`config.mk`:
```
export PLATFORM = sky130hd
export DESIGN_NAME = serial_sub
export DESIGN_NICKNAME = d
export VERILOG_FILES = /design/src/rtl/serial_sub_pkg.sv /design/src/rtl/serial_sub_full_sub.sv /design/src/rtl/serial_sub.sv
export SDC_FILE = /design/constraint.sdc
export NUM_CORES = 1
export LEC_CHECK = 0
export CAP_MARGIN = 30
export CORE_MARGIN = 2
export CORE_UTILIZATION = 44
export DETAILED_ROUTE_END_ITERATION = 8
export GPL_TIMING_DRIVEN = 0
export PLACE_DENSITY = 0.81
export SYNTH_ARGS = -nofsm -noshare
export SYNTH_HDL_FRONTEND = slang
export SYNTH_SLANG_ARGS = --single-unit
```
`constraint.sdc`:
```
create_clock -name clk -period 1.35 [get_ports clk]
set_input_delay 0.2025 -clock clk [delete_from_list [all_inputs] [get_ports clk]]
set_output_delay 0.2025 -clock clk [all_outputs]
set_load 0.005 [all_outputs]
```
`src/rtl/serial_sub_pkg.sv`:
```
// rtl/serial_sub_pkg.sv - shared constants for bit-serial datapath blocks
package serial_sub_pkg;

    // Control states shared by the serial datapath family
    typedef enum logic [1:0] {
        ST_IDLE = 2'd0,
        ST_RUN  = 2'd1,
        ST_DONE = 2'd2
    } state_e;

    localparam int WIDTH_DEFAULT = 4;

    // Bit counter width, wide enough to hold WIDTH itself
    localparam int CNT_W = $clog2(WIDTH_DEFAULT + 1);

    // Same counter width rule, for blocks built at a non-default width
    function automatic int cnt_width(input int width);
        return $clog2(width + 1);
    endfunction

endpackage

```
`src/rtl/serial_sub_full_sub.sv`:
```
// rtl/serial_sub_full_sub.sv - single-bit full-subtractor cell
module full_sub (
    input  logic a,
    input  logic b,
    input  logic bi,
    output logic diff,
    output logic bout
);

    // Borrow is generated when a cannot cover b plus the incoming borrow
    always_comb begin
        diff = a ^ b ^ bi;
        bout = (~a & b) | (~a & bi) | (b & bi);
    end

endmodule

```
`src/rtl/serial_sub.sv`:
```
// rtl/serial_sub.sv - bit-serial subtractor, LSB first, start/busy/done handshake
module serial_sub
    import serial_sub_pkg::*;
#(
    parameter int WIDTH = 4
) (
    input  logic             clk,
    input  logic             rst,
    input  logic             start,
    input  logic [WIDTH-1:0] x,
    input  logic [WIDTH-1:0] y,
    input  logic             b_in,
    output logic             busy,
    output logic             done,
    output logic [WIDTH-1:0] d,
    output logic             b_out,
    output logic             ovf
);

    localparam int                CW       = cnt_width(WIDTH);
    localparam logic [CW-1:0]     LAST_BIT = CW'(WIDTH - 1);

    state_e           state_q, state_d;
    logic [CW-1:0]    cnt_q;
    logic [WIDTH-1:0] xs_q, ys_q, d_q;
    logic             borrow_q, b_out_q, ovf_q;
    logic             cell_diff, cell_bout;
    logic             accept, last_bit;

    // Busy is exactly "not idle", so acceptance only happens from IDLE
    assign accept   = (state_q == ST_IDLE) && start;
    assign last_bit = (state_q == ST_RUN) && (cnt_q == LAST_BIT);

    full_sub u_cell (
        .a    (xs_q[0]),
        .b    (ys_q[0]),
        .bi   (borrow_q),
        .diff (cell_diff),
        .bout (cell_bout)
    );

    // State register; reset aborts any operation without a done pulse
    always_ff @(posedge clk) begin
        if (rst) state_q <= ST_IDLE;
        else     state_q <= state_d;
    end

    // Next state: IDLE -> RUN on accept, RUN for WIDTH cycles, one DONE cycle
    always_comb begin
        state_d = state_q;
        case (state_q)
            ST_IDLE: if (accept)   state_d = ST_RUN;
            ST_RUN:  if (last_bit) state_d = ST_DONE;
            ST_DONE:               state_d = ST_IDLE;
            default:               state_d = ST_IDLE;
        endcase
    end

    // Handshake outputs decoded from state
    always_comb begin
        busy = (state_q != ST_IDLE);
        done = (state_q == ST_DONE);
    end

    // Datapath: operand capture, one cell step per RUN cycle, flags on the final bit
    always_ff @(posedge clk) begin
        if (rst) begin
            cnt_q    <= '0;
            xs_q     <= '0;
            ys_q     <= '0;
            d_q      <= '0;
            borrow_q <= 1'b0;
            b_out_q  <= 1'b0;
            ovf_q    <= 1'b0;
        end else if (accept) begin
            xs_q     <= x;
            ys_q     <= y;
            borrow_q <= b_in;
            cnt_q    <= '0;
        end else if (state_q == ST_RUN) begin
            xs_q     <= xs_q >> 1;
            ys_q     <= ys_q >> 1;
            d_q      <= {cell_diff, d_q[WIDTH-1:1]};
            borrow_q <= cell_bout;
            cnt_q    <= cnt_q + CW'(1);
            if (last_bit) begin
                // On the MSB step the cell inputs are the operand sign bits
                // and its diff is the result sign bit.
                b_out_q <= cell_bout;
                ovf_q   <= (xs_q[0] != ys_q[0]) && (cell_diff != xs_q[0]);
            end
        end
    end

    assign d     = d_q;
    assign b_out = b_out_q;
    assign ovf   = ovf_q;

endmodule

```
==> impl_metrics.env, run 1 <==
export IMPL_grtUsageTotal_pct=18.6
export IMPL_hold_viol_final=0
export IMPL_min_period_ps=1500
export IMPL_netlist_area_um2=977
export IMPL_route_vias_total=910
export IMPL_timing_final_ws_setup_ps=-151
export IMPL_wirelength_um=2380
export IMPL_ys_async_sr_fraction_pct=0
export IMPL_max_slew_worst_pin_slew_ps=561
export IMPL_violations="setup timing"
export IMPL_clkTransAtPathRegs_ps=120
export IMPL_synthFlopType="dfxtp_1"
export IMPL_antenna_found_initial=0
export IMPL_cellPowerDensity_nw_per_um2=1030
export IMPL_rsz0062_at_grt="yes"
export IMPL_fmax_ghz=0.666
export IMPL_synth_top_cells_by_count="dfxtp_1, a21oi_1, nand2_1"
export IMPL_start_kind="flip-flop"
export IMPL_drtAntennaViolNets=0
export IMPL_crit_slowest_cell="fa_1"
export IMPL_cp_data_arrival_time_ps=1740
export IMPL_grt_max_degree=13
export IMPL_area_growth_syn_to_layout_pct=47.5
export IMPL_design_die_area_um2=2610
export IMPL_syn_num_nets=122
export IMPL_cp_end_kind="flip-flop"
export IMPL_worst_setup_path_type="flip-flop to flip-flop"
export IMPL_hold_path_class="primary input to flip-flop"
export IMPL_route_detailed_drc=0
export IMPL_nNetsFinal=161
export IMPL_drive_gt1_share_pct=35.4
export IMPL_clkLatencyLatePin_ps=310
export IMPL_die_height_um=51.1
export IMPL_final_max_slew_viol_count=0
export IMPL_cap_violations=0
export IMPL_vdd_drop_max_uv=716
export IMPL_grt_pass1_wl_um=3690
export IMPL_wl_per_cell_um=13.8
export IMPL_avgSynthCellArea_um2=9.22
export IMPL_pre_cts_ws_ps=-341
export IMPL_yosysWarnings=0
export IMPL_grt_pass1_vias=850
export IMPL_finClkSkew_ps=7.71
export IMPL_cts_made_buffers=3
export IMPL_ys_types=30
export IMPL_gr_total_overflow=0
export IMPL_io_pins=20
export IMPL_port_buffers=18
export IMPL_dr_pass1_iters=4
export IMPL_core_area_um2=2150
export IMPL_slowest_delay_ps=460
export IMPL_ctsHoldBuffers=0
export IMPL_crit_fanout=2
export IMPL_cp_cell_sequence="inv_2 -> fa_1 -> xor2_1 -> or3_1 -> a21oi_1"
export IMPL_cp_required_ps=1590
export IMPL_synth_edf_count=0
export IMPL_path_delay_family="adder cells"
export IMPL_rows=17
export IMPL_holdWs_ps=286
export IMPL_die_w_um=51.1
export IMPL_n_antenna_cell=0
export IMPL_clockRootBuffer="clkbuf_4"
export IMPL_routabilityCongestion=0.806
export IMPL_relSlewSlack_pct=62.5
export IMPL_yosys_register_bits=20
export IMPL_cts_htree_levels=1
export IMPL_synth_area_top_cells="dfxtp_1, a21oi_1, buf_6, nand2_1, nor2_1"
export IMPL_p_total_mw=1.49
export IMPL_power_leakage_nw=0.685
export IMPL_drtIter0Drc=19
export IMPL_postSynthCellCount=106
export IMPL_crit_buf_inv=1
export IMPL_cts_sinks=20
export IMPL_setup_viol=1
export IMPL_start_util_pct=45.5
export IMPL_cts_tree="built"
export IMPL_yosysMostFrequentCell="dfxtp_1"
export IMPL_netlist_area_leader_share_pct=41.0
export IMPL_clockBufferDepth=2
export IMPL_fin_crit_sh_pct=111
export IMPL_vias_per_cell=5.29
export IMPL_yosys_area_top_type="dfxtp_1"
export IMPL_dpl_hpwl_um=1490
export IMPL_yosysSeqAreaShare_pct=41.0
export IMPL_outcome="finished with violations"
-- cell families after synthesis --
logic type                 after synthesis  synth area share [%]
AOI/OAI and AO/OA                       26                  18.4
DFF                                     20                  41.0
muxes                                    1                  1.02
xor gates and xnor gates                 2                  1.79
buffers and inverters                   11                  8.96
adders and majority gates                4                  5.89
and+or+nand+nor                         42                  22.9
-- metrics by stage --
stage               instance area, um2  cells  setup TNS [ps]  util [%]
floorplan                          978    106            -123         -
global placement                  1190    152           -2770      55.6
detailed placement                1190    152           -2970      55.6
CTS                               1350    167            -256      62.8
global route                      1440    172            -281      67.1
finish                            1440    172            -151      67.1
-- what timing repair did --
action	in CTS	in global routing
endpoints found under the setup margin	9	14
cloned	0	1
pin swaps	4	4
setup buffers	11	5
gates resized for setup	20	14
-- worst reg2reg max path: cells and delay by family, from the launching register on --
kind,cells,cell delay [ps]
fa+ha+maj,1,470
xor+xnor,1,160
flops,1,350
compound gates,1,120
buf+inv,1,40
simple gates,1,310
-- path summary, 6_finish.rpt --
kind	slack, ps	from	depth (start not counted)	to
setup / recovery	-150	xs_q[0]	5	ovf
hold / removal	290	rst	2	state_q[0]
setup reg to reg	-150	xs_q[0]	5	ovf
hold reg to reg	460	ovf	2	ovf
-- registers in the layout, summed over array words and instances, names as in the netlist --
name,cells
b_out,1
borrow_q,1
cnt_q,3
d,4
ovf,1
state_q,2
xs_q,4
ys_q,4
-- layout by cell type (no fill, tap or decap), types with 2 or more instances in the layout --
master,n
clkbuf_4,3
dlymetal6s2s_1,6
nand2b_1,2
dfxtp_1,10
dfxtp_2,9
buf_6,6
clkdlybuf4s50_1,10
ha_1,3
a211oi_2,3
nand2_1,15
buf_8,2
o221a_2,2
nand3_1,3
a21oi_1,14
buf_4,12
nor3_1,2
inv_1,3
nor2_1,12
a211oi_1,2
-- area by class of cell --
| type | count | area, um2 |
|---|---|---|
| Fill cell | 152 | 707 |
| Multi-Input combinational cell | 75 | 513 |
| Tap cell | 28 | 35.0 |
| Timing Repair Buffer | 34 | 334 |
| Buffer | 7 | 76.3 |
| Clock inverter | 1 | 30.0 |
| Clock buffer | 3 | 22.5 |
| Inverter | 4 | 15.0 |
| Sequential cell | 20 | 415 |
-- report_power, final --
part	switching, mW	internal [mW]
clock	0.201	0.300
combinational	0.144	0.191
sequential	0.0252	0.627
-- layer usage --
layer	share of wire (%)	GRT usage, %	vias to the layer above
met5	0	0	-
met2	56	33.5	30
li1	-	-	438
met3	4.7	2.92	0
met1	40	21.9	442
met4	0	7.21	0
Power figures use the tool's default switching activity.
==> inputs of run 2 (changes only) <==
--- a/config.mk
+++ b/config.mk
@@ -8,6 +8,7 @@
 export CAP_MARGIN = 30
 export CORE_MARGIN = 2
 export CORE_UTILIZATION = 44
+export CTS_CLUSTER_SIZE = 28
 export DETAILED_ROUTE_END_ITERATION = 8
 export GPL_TIMING_DRIVEN = 0
 export PLACE_DENSITY = 0.81
==> results of run 2 <==
Same layout as run 1: the final DEF is identical, and so are final timing and power.
==> inputs of run 3 (changes only) <==
--- a/config.mk
+++ b/config.mk
@@ -5,6 +5,7 @@
 export SDC_FILE = /design/constraint.sdc
 export NUM_CORES = 1
 export LEC_CHECK = 0
+export ABC_AREA = 1
 export CAP_MARGIN = 30
 export CORE_MARGIN = 2
 export CORE_UTILIZATION = 44
==> constraint.sdc (replaced) <==
create_clock -name clk -period 1.35 [get_ports clk]
set_input_delay 0.27 -clock clk [delete_from_list [all_inputs] [get_ports clk]]
set_output_delay 0.27 -clock clk [all_outputs]
set_load 0.005 [all_outputs]
==> impl_metrics.env, run 3 <==
export IMPL_outcome="complete, no violations"
export IMPL_dpl_hpwl_um=1350
export IMPL_hold_path_class="primary input to flip-flop"
export IMPL_final_cells=190
export IMPL_cpMostUsedCell="nand2_1"
export IMPL_clkTransAtPathRegs_ps=120
export IMPL_antenna_found_initial=0
export IMPL_synth_top_cells_by_count="nand2_1, dfxtp_1, nor2_1"
export IMPL_rsz0062_at_grt="yes"
export IMPL_drive_gt1_share_pct=27.2
export IMPL_crit_slowest_cell="fa_1"
export IMPL_relSlewSlack_pct=77.8
export IMPL_final_cell_mix="nand2_1, nor2_1, inv_1, nand3_1, dfxtp_1"
export IMPL_grt_pass1_vias=880
export IMPL_cts_tree="built"
export IMPL_yosysSeqAreaShare_pct=40.3
export IMPL_place_inst=179
export IMPL_cts_htree_levels=1
export IMPL_postSynthCellCount=133
export IMPL_path_delay_family="adder cells"
export IMPL_route_vias_total=893
export IMPL_nNetsFinal=179
export IMPL_crit_buf_inv=2
export IMPL_slowest_delay_ps=480
export IMPL_fmax_ghz=0.763
export IMPL_hold_viol_final=0
export IMPL_synth_top_family_by_area="simple AND/OR/NAND/NOR gates"
export IMPL_start_util_pct=45.8
export IMPL_vdd_drop_max_uv=647
export IMPL_max_slew_worst_pin_slew_ps=331
export IMPL_synthSimpleGateAreaFrac_pct=34.1
export IMPL_finClkSkew_ps=6.94
export IMPL_io_pins=20
export IMPL_dpl_cell_area_um2=1210
export IMPL_port_buffers=18
export IMPL_clkLatencyLatePin_ps=310
export IMPL_n_antenna_cell=0
export IMPL_drtAntennaViolNets=0
export IMPL_start_kind="flip-flop"
export IMPL_final_common_cell="nand2_1"
export IMPL_netlist_area_leader_share_pct=40.3
export IMPL_routabilityCongestion=0.788
export IMPL_dr_pass1_iters=4
export IMPL_yosysMostFrequentCell="nand2_1"
export IMPL_cellPowerDensity_nw_per_um2=969
export IMPL_synthFlopType="dfxtp_1"
export IMPL_ys_types=22
export IMPL_cp_data_arrival_time_ps=1530
export IMPL_synth_compound_area_share_pct=9.45
export IMPL_p_total_mw=1.26
export IMPL_cp_end_kind="flip-flop"
export IMPL_final_area_um2=1300
export IMPL_synth_edf_count=0
export IMPL_vias_per_cell=4.70
export IMPL_muxShareOfSynthArea_pct=0
export IMPL_die_w_um=51.5
export IMPL_worst_setup_path_type="flip-flop to flip-flop"
export IMPL_wirelength_um=1930
export IMPL_final_max_slew_viol_count=0
export IMPL_crit_fanout=4
export IMPL_wl_per_cell_um=10.2
export IMPL_synth_area_top_cells="dfxtp_1, nand2_1, nand3_1, nor2_1, inv_1"
export IMPL_design_die_area_um2=2650
export IMPL_route_detailed_drc=0
export IMPL_cp_required_ps=1570
export IMPL_grtUsageTotal_pct=16.9
export IMPL_final_core_util_pct=59.7
export IMPL_yosysWarnings=0
export IMPL_post_synth_xor_area_fraction_pct=0.882
export IMPL_grt_pass1_wl_um=3330
export IMPL_synth_adder_area_share_pct=5.79
export IMPL_setup_viol=0
export IMPL_clockBufferDepth=2
export IMPL_rows=17
export IMPL_core_area_um2=2170
export IMPL_power_leakage_nw=0.648
export IMPL_cp_cell_sequence="inv_2 -> fa_1 -> nor2_1 -> nor2_1 -> nand2_1 -> nand2_1 -> nand2_1 -> inv_1"
export IMPL_cap_violations=0
export IMPL_grt_max_degree=12
export IMPL_ys_async_sr_fraction_pct=0
export IMPL_min_period_ps=1310
export IMPL_area_growth_syn_to_layout_pct=30.5
export IMPL_fin_crit_sh_pct=97.1
export IMPL_drtIter0Drc=11
export IMPL_avgSynthCellArea_um2=7.47
export IMPL_yosys_register_bits=20
export IMPL_ff2ff_setup_slack_ps=40
export IMPL_clockRootBuffer="clkbuf_4"
export IMPL_syn_num_nets=149
export IMPL_cts_made_buffers=3
export IMPL_netlist_area_um2=993
export IMPL_die_height_um=51.5
export IMPL_cts_sinks=20
export IMPL_ctsHoldBuffers=0
export IMPL_gr_total_overflow=0
export IMPL_yosys_area_top_type="dfxtp_1"
==> run 3: changes by cell type after synthesis, moves of 3 or more <==
cell,before,now
a211oi_1,5,0
a21oi_1,15,9
buf_6,5,1
inv_1,4,14
inv_2,0,3
nand2_1,15,29
nand2_2,0,6
nand3_1,3,13
nor2_1,12,16
o21ai_1,0,5
==> run 3: final cells by class <==
| class | count | area [um2] |
|---|---|---|
| plain buffers | 3 | 23.8 |
| inverters | 18 | 72.6 |
| well taps | 28 | 35.0 |
| multi-input cells | 92 | 499 |
| clock buffers | 4 | 36.3 |
| flip-flops and latches | 20 | 414 |
| repair buffers | 25 | 215 |
| fillers | 214 | 873 |
==> run 3: kinds of logic after synthesis <==
family,count (synthesis)
compound gates,16
simple gates,71
buf+inv,21
flops,20
fa+ha+maj,4
xor+xnor,1
==> run 3: worst reg2reg max path, stage by stage (launching register included) <==
cell and delay [ps]:
dfxtp_2 360, inv_2 60, fa_1 480, nor2_1 120, nor2_1 40, nand2_1 50, nand2_1 40, nand2_1 50
inv_1 30
==> run 3: worst paths after layout <==
path	depth (start not counted)	from	endpoint
worst max-delay path	8	xs_q[0]	ovf
worst min-delay path	4	start	ys_q[1]
worst max register to register	8	xs_q[0]	ovf
worst min register to register	2	cnt_q[1]	cnt_q[1]
==> run 3: repair_timing <==
action | 4_1_cts | 5_1_grt
pin swaps | 1 | 0
setup buffers | 7 | 0
endpoints found under the setup margin | 9 | 3
gates resized for setup | 20 | 4
==> run 3: per-layer routing <==
metal	track usage, %	wire [um]	part of all wire (%)	vias up
met1	18.3	812	42	396
met5	0	0	0	-
met2	30.3	997	52	22
met4	9.21	25	1.3	0
li1	-	-	-	471
met3	3.45	98	5.1	4
==> run 3: metrics by stage <==
| stage | setup slack, ps | hold slack, ps | TNS, ps |
|---|---|---|---|
| 3_5_place_dp | -109 | 458 | -211 |
| 5_1_grt | -83.4 | 369 | -83.4 |
| 2_1_floorplan | 80.8 | 354 | 0 |
| 3_3_place_gp | -104 | 452 | -189 |
| 4_1_cts | -16.8 | 352 | -16.8 |
| 6_report | 39.5 | 353 | 0 |
==> run 3: where the power goes <==
part	switching (mW)	internal, mW
combinational	0.130	0.123
sequential	0.0227	0.627
clock	0.190	0.165
total	0.342	0.914
